### src/rtl/wb_master_arb2_pkg.sv
// Shared types for the two-port Wishbone master arbiter.
// Latency: n/a (types and constants only).
// Backpressure: n/a.
package wb_master_arb2_pkg;

    // Widest address the request record can carry; the top zero-extends
    // into it and truncates back to ADDR_WIDTH on the bus.
    localparam int REQ_ADR_W = 32;

    typedef enum logic [1:0] {
        IDLE  = 2'd0,
        ISSUE = 2'd1,
        WAIT  = 2'd2,
        RESP  = 2'd3
    } state_t;

    // One captured single-word request as it is presented on the bus.
    typedef struct packed {
        logic                 we;
        logic [REQ_ADR_W-1:0] adr;
        logic [31:0]          dat;
        logic [3:0]           sel;
    } wb_req_t;

endpackage

### src/rtl/rr_arb2.sv
// Two-way round-robin winner select with a registered last-served pointer.
// Latency: grant is combinational from req; pointer updates on the edge where advance=1.
// Backpressure: none; the caller asserts advance only when it accepts the grant.
// Ports: req (2 request levels), advance (grant taken this cycle), grant (winner index).
module rr_arb2 (
    input  logic       clk_i,
    input  logic       rst_n_i,
    input  logic [1:0] req,
    input  logic       advance,
    output logic       grant
);

    logic last_q;

    // A lone requester always wins; on a tie the one not served last wins.
    always_comb begin
        grant = 1'b0;
        case (req)
            2'b10:   grant = 1'b1;
            2'b11:   grant = ~last_q;
            default: grant = 1'b0;
        endcase
    end

    // Pointer starts at 1 so requester 0 takes the first tie.
    always_ff @(posedge clk_i) begin
        if (!rst_n_i) begin
            last_q <= 1'b1;
        end else if (advance) begin
            last_q <= grant;
        end
    end

endmodule

### src/rtl/wb_master_arb2.sv
// Shares one pipelined Wishbone slave between two single-word requesters, round-robin.
// Latency: req sampled in IDLE -> cyc/stb next cycle; zero-wait slave -> ack_o one cycle after ISSUE.
// Backpressure: stb and request fields held while wb_stall_i=1; one transaction outstanding.
// Ports: req_* (per-requester request bundle), ack_o/err_o/rdat_o (responses),
//        wb_* (Wishbone master port). Optional watchdog: WB_MASTER_ARB2_TIMEOUT_EN.
module wb_master_arb2
    import wb_master_arb2_pkg::*;
#(
    parameter int ADDR_WIDTH     = 8,
    parameter int TIMEOUT_CYCLES = 255
) (
    input  logic                       clk_i,
    input  logic                       rst_n_i,
    input  logic [1:0]                 req_i,
    input  logic [1:0]                 req_we_i,
    input  logic [1:0][ADDR_WIDTH-1:0] req_adr_i,
    input  logic [1:0][31:0]           req_dat_i,
    input  logic [1:0][3:0]            req_sel_i,
    output logic [1:0]                 ack_o,
    output logic [1:0]                 err_o,
    output logic [31:0]                rdat_o,
    output logic                       wb_cyc_o,
    output logic                       wb_stb_o,
    output logic                       wb_we_o,
    output logic [ADDR_WIDTH-1:0]      wb_adr_o,
    output logic [31:0]                wb_dat_o,
    output logic [3:0]                 wb_sel_o,
    input  logic [31:0]                wb_dat_i,
    input  logic                       wb_ack_i,
    input  logic                       wb_err_i,
    input  logic                       wb_stall_i
);

    state_t  state_q, state_d;
    logic    gnt;        // current arbitration winner
    logic    gnt_q;      // requester owning the transaction in flight
    logic    grant_en;   // accept the winner this cycle
    logic    cmpl;       // transaction finishes on this edge
    logic    cmpl_err;   // ... and finishes with an error
    logic    cmpl_rd;    // ... and returns slave read data
    logic    timeout;    // watchdog expiry this cycle
    logic    busy;
    wb_req_t win;
    wb_req_t wb_q;

    rr_arb2 u_rr_arb2 (
        .clk_i   (clk_i),
        .rst_n_i (rst_n_i),
        .req     (req_i),
        .advance (grant_en),
        .grant   (gnt)
    );

    assign busy = (state_q == ISSUE) || (state_q == WAIT);

`ifdef WB_MASTER_ARB2_TIMEOUT_EN
    logic [15:0] wd_cnt_q;

    always_ff @(posedge clk_i) begin
        if (!rst_n_i) begin
            wd_cnt_q <= '0;
        end else if (state_q == IDLE) begin
            wd_cnt_q <= '0;
        end else if (busy) begin
            wd_cnt_q <= wd_cnt_q + 16'd1;
        end
    end

    // Fires on the edge the counter would reach the limit, so cyc stays
    // high for exactly TIMEOUT_CYCLES cycles.
    assign timeout = busy && (wd_cnt_q == 16'(TIMEOUT_CYCLES - 1));
`else
    assign timeout = 1'b0;

    // The limit only matters with the watchdog compiled in.
    if (TIMEOUT_CYCLES < 1) begin : g_timeout_unused
    end
`endif

    always_comb begin
        win.we  = req_we_i[gnt];
        win.adr = REQ_ADR_W'(req_adr_i[gnt]);
        win.dat = req_dat_i[gnt];
        win.sel = req_sel_i[gnt];
    end

    always_comb begin
        state_d  = state_q;
        grant_en = 1'b0;
        cmpl     = 1'b0;
        cmpl_err = 1'b0;
        cmpl_rd  = 1'b0;
        case (state_q)
            IDLE: begin
                if (|req_i) begin
                    grant_en = 1'b1;
                    state_d  = ISSUE;
                end
            end
            ISSUE: begin
                // A real slave response beats a coincident watchdog expiry.
                if (!wb_stall_i && (wb_ack_i || wb_err_i)) begin
                    cmpl     = 1'b1;
                    cmpl_err = wb_err_i;
                    cmpl_rd  = ~wb_q.we;
                    state_d  = RESP;
                end else if (timeout) begin
                    cmpl     = 1'b1;
                    cmpl_err = 1'b1;
                    state_d  = RESP;
                end else if (!wb_stall_i) begin
                    state_d  = WAIT;
                end
            end
            WAIT: begin
                if (wb_ack_i || wb_err_i) begin
                    cmpl     = 1'b1;
                    cmpl_err = wb_err_i;
                    cmpl_rd  = ~wb_q.we;
                    state_d  = RESP;
                end else if (timeout) begin
                    cmpl     = 1'b1;
                    cmpl_err = 1'b1;
                    state_d  = RESP;
                end
            end
            RESP: begin
                state_d = IDLE;
            end
            default: begin
                state_d = IDLE;
            end
        endcase
    end

    always_ff @(posedge clk_i) begin
        if (!rst_n_i) begin
            state_q <= IDLE;
        end else begin
            state_q <= state_d;
        end
    end

    always_ff @(posedge clk_i) begin
        if (!rst_n_i) begin
            wb_q   <= '0;
            gnt_q  <= 1'b0;
            rdat_o <= '0;
            ack_o  <= '0;
            err_o  <= '0;
        end else begin
            ack_o <= '0;
            err_o <= '0;
            if (grant_en) begin
                wb_q  <= win;
                gnt_q <= gnt;
            end
            if (cmpl) begin
                if (cmpl_err) begin
                    err_o[gnt_q] <= 1'b1;
                end else begin
                    ack_o[gnt_q] <= 1'b1;
                end
                if (cmpl_rd) begin
                    rdat_o <= wb_dat_i;
                end
            end
        end
    end

    // cyc/stb decode straight from the state register; RESP always separates
    // a falling cyc from the next rising one.
    assign wb_cyc_o = busy;
    assign wb_stb_o = (state_q == ISSUE);
    assign wb_we_o  = wb_q.we;
    assign wb_adr_o = ADDR_WIDTH'(wb_q.adr);
    assign wb_dat_o = wb_q.dat;
    assign wb_sel_o = wb_q.sel;

endmodule

### config.mk
export PLATFORM = sky130hd
export DESIGN_NAME = wb_master_arb2
export DESIGN_NICKNAME = d
export VERILOG_FILES = /design/src/rtl/wb_master_arb2_pkg.sv /design/src/rtl/rr_arb2.sv /design/src/rtl/wb_master_arb2.sv
export SDC_FILE = /design/constraint.sdc
export NUM_CORES = 1
export LEC_CHECK = 0
export ABC_AREA = 0
export BUFFER_PORTS_ARGS = -buffer_cell sky130_fd_sc_hd__buf_2
export CAP_MARGIN = 40
export CORE_ASPECT_RATIO = 0.75
export CORE_UTILIZATION = 47
export DETAILED_ROUTE_END_ITERATION = 10
export PLACE_DENSITY = 0.87
export SYNTH_ARGS = -nofsm -noshare
export SYNTH_HDL_FRONTEND = slang
export SYNTH_SLANG_ARGS = --single-unit
export TNS_END_PERCENT = 100
### constraint.sdc
create_clock -name clk_i -period 3.3 [get_ports clk_i]
set_clock_uncertainty 0.1 [all_clocks]
set_input_delay 0.66 -clock clk_i [delete_from_list [all_inputs] [get_ports clk_i]]
set_output_delay 0.66 -clock clk_i [all_outputs]
set_load 0.005 [all_outputs]
# Yosys cells after proc, flatten, opt, wreduce, memory -nomap -nowiden

Index checks and enable logic that the tools add are counted.
Widths: inputs -> output; s select.

Bits in registers: 85
Bits in latches: 0
Bits in writable memories: 0
ROM bits: 0
Bits of input ports: 129
Output and inout port bits: 83
Logic and storage cells: 63
Memories kept: 0

Add/subtract/negate cells: 0
Multiply operators: 0
Div/mod/pow operators: 0
Magnitude comparators: 3
Equal/unequal tests: 8
Shift-type cells: 0
Mux-type cells: 27
Bitwise gates (word level): 4
Reductions and logical operators: 11

Operators with widths:

| operator           | number |
|---|---|
| $mux 32            | 2 |
| $mux 8             | 2 |
| $mux 1             | 11 |
| $eq 2x2->1 const B | 4 |
| $mux 2             | 4 |
| $mux 4             | 2 |
| $pmux 1 s2         | 4 |
| $pmux 2 s4         | 1 |
| $reduce_and 3->1   | 2 |
| $lt 1x2->1 const B | 2 |
| $not 1->1          | 4 |
| $ne 3x2->1 const B | 1 |
| $reduce_or 3->1    | 1 |
| $eq 2x1->1 const B | 1 |
| $logic_and 1x1->1  | 2 |
| $logic_not 2->1    | 1 |
| $logic_or 1x1->1   | 2 |
| $ne 2x1->1 const B | 1 |
| $ne 2x2->1 const B | 1 |
| $reduce_and 2->1   | 1 |
| $reduce_or 2->1    | 1 |
| $demux 1 s1        | 1 |
| $ge 1x1->1 const B | 1 |
| $logic_not 1->1    | 1 |

# Longest topological paths before layout

Gate-level depths: netlist of run 1.

Word-level depth: 6
Gate-level depth with buffers: 7
Depth with buffers taken out: 6

# Modules after synthesis

A second synthesis of run 1 with hierarchy kept.

Cells, all modules: 383
Area total of the unflattened synthesis: 3,729.8 um2

Modules (own cells, without submodules):

| module         | instances | cells an instance | area each (um2) |
|---|---|---|---|
| wb_master_arb2 | 1         | 378               | 3,683.5 |
| rr_arb2        | 1         | 5                 | 46.3 |

# Worst setup path after synthesis of run 1

Ideal clock, no wire load.

Path type: input to register
From: input wb_stall_i
To: register rdat_o[10]
Library setup time: 0.072 ns
Arrival time: 1.614 ns
Slack: 1.514 ns
Stages: 5
Cells stage by stage: nor2b_4 -> o22ai_2 -> nor4_4 -> buf_6 -> mux2i_1

Cells in the longest elaborated chain, start to end: 5

Ends and longest elaborated chain:

| what                         | line                  | source |
|---|---|---|
| start, declared              | wb_master_arb2.sv:31  | `input logic wb_stall_i` |
| $logic_not 1->1 *            | --                    |  |
| $logic_and 1x1->1 *          | wb_master_arb2.sv:102 | `if (!wb_stall_i && (wb_ack_i \|\| wb_err_i)) begin` |
| $mux 1                       | wb_master_arb2.sv:102 |  |
| $pmux 1 s2                   | wb_master_arb2.sv:93  | `case (state_q)` |
| $reduce_and 2->1 (no line) * | --                    |  |
| end signal, assigned         | wb_master_arb2.sv:165 | `rdat_o <= wb_dat_i;` |
| end, declared                | wb_master_arb2.sv:21  | `output logic [31:0] rdat_o,` |

Mark *: on every way between the ends. The rest lies on a longest branch, timed or not.
A chain may end at the register's enable or synchronous reset.

# Worst setup path in the final report of run 1

From: register state_q[0]
To: output wb_cyc_o

Cells in the longest elaborated chain, start to end: 2

Ends and longest elaborated chain:

| what                                     | line                  | source |
|---|---|---|
| start, declared                          | wb_master_arb2.sv:34  | `state_t state_q, state_d;` |
| start signal, assigned                   | wb_master_arb2.sv:140 | `state_q <= state_d;` |
| $eq 2x1->1 or $eq 2x2->1 (tied branches) | wb_master_arb2.sv:54  | `assign busy = (state_q == ISSUE) \|\| (state_q == WAIT);` |
| $logic_or 1x1->1 *                       | wb_master_arb2.sv:54  |  |
| end, declared                            | wb_master_arb2.sv:22  | `output logic wb_cyc_o,` |

Marks and branches as above.

==> results of run 1 <==
## state kept, by name, summed over array words and instances, names as in the netlist
name	count
ack_o	2
err_o	2
gnt_q	1
rdat_o	32
state_q	2
u_rr_arb2.last_q	1
wb_adr_o	8
wb_dat_o	32
wb_sel_o	4
wb_we_o	1
## power groups by stage
stage	Combinational, mW	Sequential [mW]	Clock, mW
floorplan	0.518	1.44	0
global placement	0.934	1.41	0
detailed placement	0.971	1.42	0
CTS	0.972	1.41	0.860
finish	0.971	1.41	0.844
global route	1.07	1.44	0.911
## cell families after synthesis
group | Yosys count | share of synthesized area
AO/OA/AOI/OAI | 102 | 0.1489
adder cells (fa/ha/maj) | 4 | 0.01395
buffers and inverters | 34 | 0.04812
flip-flops | 85 | 0.4742
multiplexers | 77 | 0.2148
AND/OR/NAND/NOR | 83 | 0.1001
## layout make-up
cell class / count / area share
sequential: 85 / 0.3461
antenna: 1 / 0.0005090
clock inverter: 4 / 0.01985
inverter: 3 / 0.002291
multi-input combinational: 266 / 0.3512
clock buffer: 11 / 0.02672
tap: 101 / 0.02571
timing repair buffer: 216 / 0.2275
## per-layer routing
layer,share of wire,GRT usage
met3,0.058,0.06757
met2,0.49,0.3967
met5,0.0013,0
met1,0.43,0.2678
met4,0.019,0.08451
## synth_stat cells
cell type and count:
o21ai_1 7, nor2b_4 1, ha_1 4, dfxtp_1 85
nand3_1 2, nor2_1 4, a21oi_1 47, o21a_1 1
a222oi_1 1, nor3_1 2, or2_1 1, buf_6 3
clkbuf_1 18, o22ai_2 1, inv_1 3, buf_2 3
nand2_1 67, o211ai_1 1, buf_1 2, nor4_4 1
and3_1 1, mux2i_1 77, nand2b_1 1, a21boi_1 1
o21ai_0 42, buf_4 5, nor2b_1 3, o311ai_0 1
## worst max-delay path by stage
stage | start | end | slack [ns] | cells past startpoint
after floorplan | wb_stall_i | rdat_o[10]$_SDFFE_PN0P_ | 1.51 | 5
after detailed placement | wb_stall_i | rdat_o[11]$_SDFFE_PN0P_ | 1.13 | 6
final | state_q[0]$_SDFFE_PN0P_ | wb_cyc_o | 1.21 | 3
after CTS | state_q[0]$_SDFFE_PN0P_ | wb_cyc_o | 1.19 | 3
after global routing | state_q[1]$_SDFFE_PN0P_ | rdat_o[11]$_SDFFE_PN0P_ | 1.10 | 6
after global placement | wb_stall_i | rdat_o[27]$_SDFFE_PN0P_ | 1.22 | 6
## placed cells by master (no fill, tap or decap)
master | Yosys | layout
buf_2 | 3 | 211
dfxtp_1 | 85 | 85
mux2i_1 | 77 | 77
nand2_1 | 67 | 67
a21oi_1 | 47 | 47
o21ai_0 | 42 | 42
clkbuf_8 | 0 | 9
o21ai_1 | 7 | 7
nor2_1 | 4 | 4
ha_1 | 4 | 4
inv_1 | 3 | 3
nor2b_1 | 3 | 3
bufinv_16 | 0 | 3
buf_4 | 5 | 3
nor3_1 | 2 | 2
nand3_1 | 2 | 2
clkbuf_1 | 18 | 2
buf_12 | 0 | 2
diode_2 | 0 | 1
o21a_2 | 0 | 1
a21boi_4 | 0 | 1
a222oi_1 | 1 | 1
nor2b_4 | 1 | 1
o311ai_0 | 1 | 1
o22ai_2 | 1 | 1
o211ai_1 | 1 | 1
or2_1 | 1 | 1
nand2b_1 | 1 | 1
nor4_4 | 1 | 1
and3_1 | 1 | 1
clkinvlp_4 | 0 | 1
## worst max-delay path, delay by kind of cell, from the launching register on
family	cells	cell delay [ns]
buffers and inverters	2	0.25
adders and majority gates	1	0.38
DFF	1	0.36
## per-stage QoR
stage	cell area, sq um	setup WS [ns]	power (mW)	utilization	hold WS [ns]
floorplan	3588	1.514	1.953	-	0.3363
global placement	4684	1.216	2.347	0.6361	0.3393
detailed placement	4684	1.132	2.393	0.6361	0.3522
CTS	4913	1.192	3.238	0.6672	0.3629
global route	4913	1.097	3.416	0.6672	0.3805
finish	4916	1.215	3.224	0.6675	0.3571
==> flow_summary.toml, run 1 <==
[global_route]
grt_pass1_vias = 3196
grt_pass1_wl_um = 14400
antenna_found_initial = 2
grt_overflow_total = 0
grt_start_max_net_pins = 89
grt_usage = 0.2301

[detailed_routing]
wl_um = 9206
post_drt_wl_per_cell_um = 13.40
ant_nets = 0
drt_iter0_markers = 110
drtPass1Iterations = 4
vias = 3439
drc = 0
routed_via_density = 5.006

[floorplanning]
num_io_pins = 212
dieArea_sq_mm = 0.007992
start_util = 0.4873
die_h_um = 77.67
die_w_um = 102.9
core_area_sq_mm = 0.007365
rows = 27

[critical_path]
cp-end-kind = "primary output"
cp_cell_sequence = "inv_1 -> ha_1 -> buf_2"
cp_slowest_stage_delay_ns = 0.38
critPathArrivalTime_ns = 1.33
ff2ff_path_depth = 7
critical_path.max_fanout = 6
crit_path_top_delay_cell = "ha_1"
r2r-end = "rdat_o[28]$_SDFFE_PN0P_"
required_ns = 2.54
crit_path_start_kind = "flip-flop"
reg2reg_from = "state_q[1]$_SDFFE_PN0P_"
crit_type = "flip-flop to primary output"
regToRegSetupSlack_ns = 1.24

[clock_network]
root_buffer = "clkbuf_8"
cts.sinks = 85
ctsHoldBuffers = 0
post_cts_buffers = 0
ctsResizeCount = 0
h-tree-depth = 3
clk_pin_slew_ns = 0.08
cts_tree = "yes"
clock_latency_ns = 0.33
clockBufferDepth = 2
cts_made_buffers = 9

[yosys]
synth_top_area_frac = 0.4742
synth_warnings = 0
yosysSeqAreaShare = 0.4742
synth_top_area_cell = "dfxtp_1"
synth.avg_cell_area_sq_um = 9.321
synthTopCellsByArea = "dfxtp_1, mux2i_1, nand2_1"
synth_area_sq_mm = 0.003588
yosysUniqueCellTypes = 28
synthCells = 385
ys_seq_elements = 85
syn_nets = 518

[run_status]
status = "completed"

[min_path]
hold_path_class = "flip-flop to flip-flop"
holdPathStages = 2
holdPathEnd = "rdat_o[18]$_SDFFE_PN0P_"
hold_start = "rdat_o[18]$_SDFFE_PN0P_"

[pwr]
seq_power_share = 0.437
pwr_density_cell_mw_per_mm2 = 655.9
pwr-share-comb = 0.301
worst_ir_drop_vdd_uv = 356.1
power.switching_mw = 1.003
p_clk_frac = 0.262
internal_power_mw = 2.221
switching_share = 0.3111
power_leakage_nw = 2.341

[timing]
fin_tns_setup_ns = 0
rsz0062_at_grt = "no"
hold_viol = 0
tightestPinTransition_ns = 0.5558
maxSlewViolCount = 0
fin_crit_ns = 2.085
max_slew_margin = 0.6294
max_freq_mhz = 479.5
final-setup-viol-count = 0
period_share = 0.6319

[finish]
drive_above_1_share = 0.4000
layoutNonFillerInstCount = 687
nNetsFinal = 714
multi_input_area_sq_mm = 0.001727
fillCellCount = 633
area_growth_syn_to_layout_pct = 36.99
regArea_sq_mm = 0.001702

[placement]
hpwl_um = 7003
dp_cells = 671
io_buffers = 211
gp_congestion = 0.7911

[job]
drv_cap = 0
No activity file was read; power rests on OpenSTA's default activity.
==> run 2: changes to the inputs <==
ABC_AREA = 1   (was 0)
CORE_UTILIZATION = 45   (was 47)
PLACE_DENSITY = 0.81   (was 0.87)
clock period = 2.1 ns   (was 3.3 ns; I/O delays follow)
==> run 2 against run 1 <==
Compared with the run above:
- die area up 14%
- cell count up 29%
- clock-buffer cell count up 1
- highest routed layer is now met4
==> flow_summary.toml, run 2 <==
[yosys]
synth-edff-count = 0
muxShareOfSynthArea = 0
synth_top_area_cell = "dfxtp_1"
synth_common_cells = "nand2_1, inv_1, dfxtp_1"
synthTopCellsByArea = "dfxtp_1, nand2_1, inv_1"
synth_warnings = 0
yosysUniqueCellTypes = 21
syn_nets = 711
synth.avg_cell_area_sq_um = 6.802
ys.flop_type = "dfxtp_1"
synthAdderAreaFrac = 0.01273
synth.most_common_cell = "nand2_1"
synthArstFlopShare = 0
synth_top_family_by_area = "simple AND/OR/NAND/NOR gates"
synth_top_area_frac = 0.4328
yosysSeqAreaShare = 0.4328
ys_seq_elements = 85
synth_compound_area_frac = 0.1356
synth_area_sq_mm = 0.003931
synth-simple-area-share = 0.2702
synthCells = 578
synthXorXnorAreaFrac = 0

[pwr]
pwr-share-comb = 0.392
power_leakage_nw = 2.928
internal_power_mw = 3.853
worst_ir_drop_vdd_uv = 697.3
p_clk_frac = 0.239
power.switching_mw = 2.275
pwr_density_cell_mw_per_mm2 = 1146
switching_share = 0.3713
seq_power_share = 0.369

[placement]
hpwl_um = 7963
dp_cells = 871
gp_congestion = 0.8964
io_buffers = 211
placed_area_sq_mm = 0.005067

[timing]
fin_crit_ns = 1.844
max_slew_margin = 0.6939
holdWs_ns = 0.2499
maxSlewViolCount = 0
tightestPinTransition_ns = 0.4586
period_share = 0.8782
final-setup-viol-count = 0
hold_viol = 0
max_freq_mhz = 542.2
fin_tns_setup_ns = 0
rsz0062_at_grt = "no"

[clock_network]
root_buffer = "clkbuf_16"
clockBufferDepth = 2
clk_pin_slew_ns = 0.06
ctsHoldBuffers = 0
clock_latency_ns = 0.33
cts_made_buffers = 9
h-tree-depth = 3
post_cts_buffers = 0
cts_tree = "yes"
cts.sinks = 85
ctsResizeCount = 0

[global_route]
grt_overflow_total = 0
grt_pass1_vias = 4055
grt_usage = 0.2418
grt_start_max_net_pins = 84
antenna_found_initial = 0
grt_pass1_wl_um = 17680

[detailed_routing]
vias = 4308
wl_um = 10960
post_drt_wl_per_cell_um = 12.35
drc = 0
drtPass1Iterations = 4
routed_via_density = 4.857
drt_iter0_markers = 234
ant_nets = 0

[finish]
fillCellCount = 774
area_growth_syn_to_layout_pct = 36.00
drive_above_1_share = 0.3171
fin_area_sq_mm = 0.005346
multi_input_area_sq_mm = 0.001645
regArea_sq_mm = 0.001702
layout_common_cells = "buf_2, nand2_1, inv_1"
layoutNonFillerInstCount = 887
insertedDiodeCount = 0
final_common_cell = "buf_2"
nNetsFinal = 907

[job]
drv_cap = 0

[critical_path]
cp-end-kind = "flip-flop"
required_ns = 2.27
critPathArrivalTime_ns = 2.01
crit_path_start_kind = "flip-flop"
critical_path.max_fanout = 32
crit_type = "flip-flop to flip-flop"

[min_path]
hold_path_class = "primary input to flip-flop"

[floorplanning]
rows = 29
die_h_um = 82.95
die_w_um = 109.9
dieArea_sq_mm = 0.009118
num_io_pins = 212
start_util = 0.4650
core_area_sq_mm = 0.008454

[run_status]
status = "completed"
-- run 2: changes by cell type after synthesis, sizes merged, moves of 34 or more --
cell	delta
mux2i	-77
nand4	+34
a31oi	+45
inv	+104
a21oi	-46
nor2	+39
nand2	+101
-- run 2: per-stage QoR --
stage                     power, mW  setup slack (ns)    util
after detailed placement      4.673            0.2759  0.5994
after CTS                     6.161            0.2602  0.6324
after floorplan               3.730            0.5285       -
after global routing          6.562           0.09128  0.6324
after global placement        4.558            0.3872  0.5994
final                         6.128            0.2558  0.6324
-- run 2: worst paths after layout --
path,slack [ns],from,endpoint,cells past startpoint
worst max-delay path,0.26,state_q[1]$_SDFFE_PN0P_,rdat_o[10]$_SDFFE_PN0P_,8
worst min-delay path,0.25,req_dat_i[46],wb_dat_o[14]$_SDFFE_PN0P_,3
worst min register to register,0.37,gnt_q$_SDFFE_PN0P_,ack_o[0]$_SDFF_PP0_,1
worst max register to register,0.26,state_q[1]$_SDFFE_PN0P_,rdat_o[10]$_SDFFE_PN0P_,8
-- run 2: cells by family (layout without fill, tap and decap cells) --
group           Yosys count  count (layout)
simple gates            250             250
buf+inv                 145             346
compound gates           94              94
flops                    85              85
fa+ha+maj                 4               4
-- run 2: area by class of cell --
type / instances / share of cell area
well taps: 108 / 0.02528
multi-input cells: 348 / 0.3077
repair buffers: 223 / 0.2214
inverters: 107 / 0.07512
flip-flops and latches: 85 / 0.3183
clock buffers: 12 / 0.04798
clock inverters: 4 / 0.004212
-- run 2: critical path: stages (launching register included) --
cell and delay, ns:
dfxtp_1 0.34, inv_1 0.10, ha_1 0.36, inv_1 0.10
nor2_4 0.15, nand3_4 0.31, nand2_1 0.16, inv_1 0.06
nor2_1 0.09
-- run 2: power groups by stage --
stage	clock network, mW	logic (mW)	registers (mW)
CTS	1.50	2.40	2.26
global placement	0	2.29	2.27
finish	1.46	2.40	2.26
floorplan	0	1.42	2.31
global route	1.56	2.68	2.31
detailed placement	0	2.38	2.29
-- run 2: layer usage --
| layer | up-vias | global-route usage | part of all wire |
|---|---|---|---|
| met1 | 1953 | 0.2830 | 0.43 |
| met4 | 0 | 0.06909 | 0.013 |
| met2 | 135 | 0.4290 | 0.49 |
| met5 | - | 0 | 0 |
| li1 | 2206 | - | - |
| met3 | 14 | 0.06122 | 0.059 |
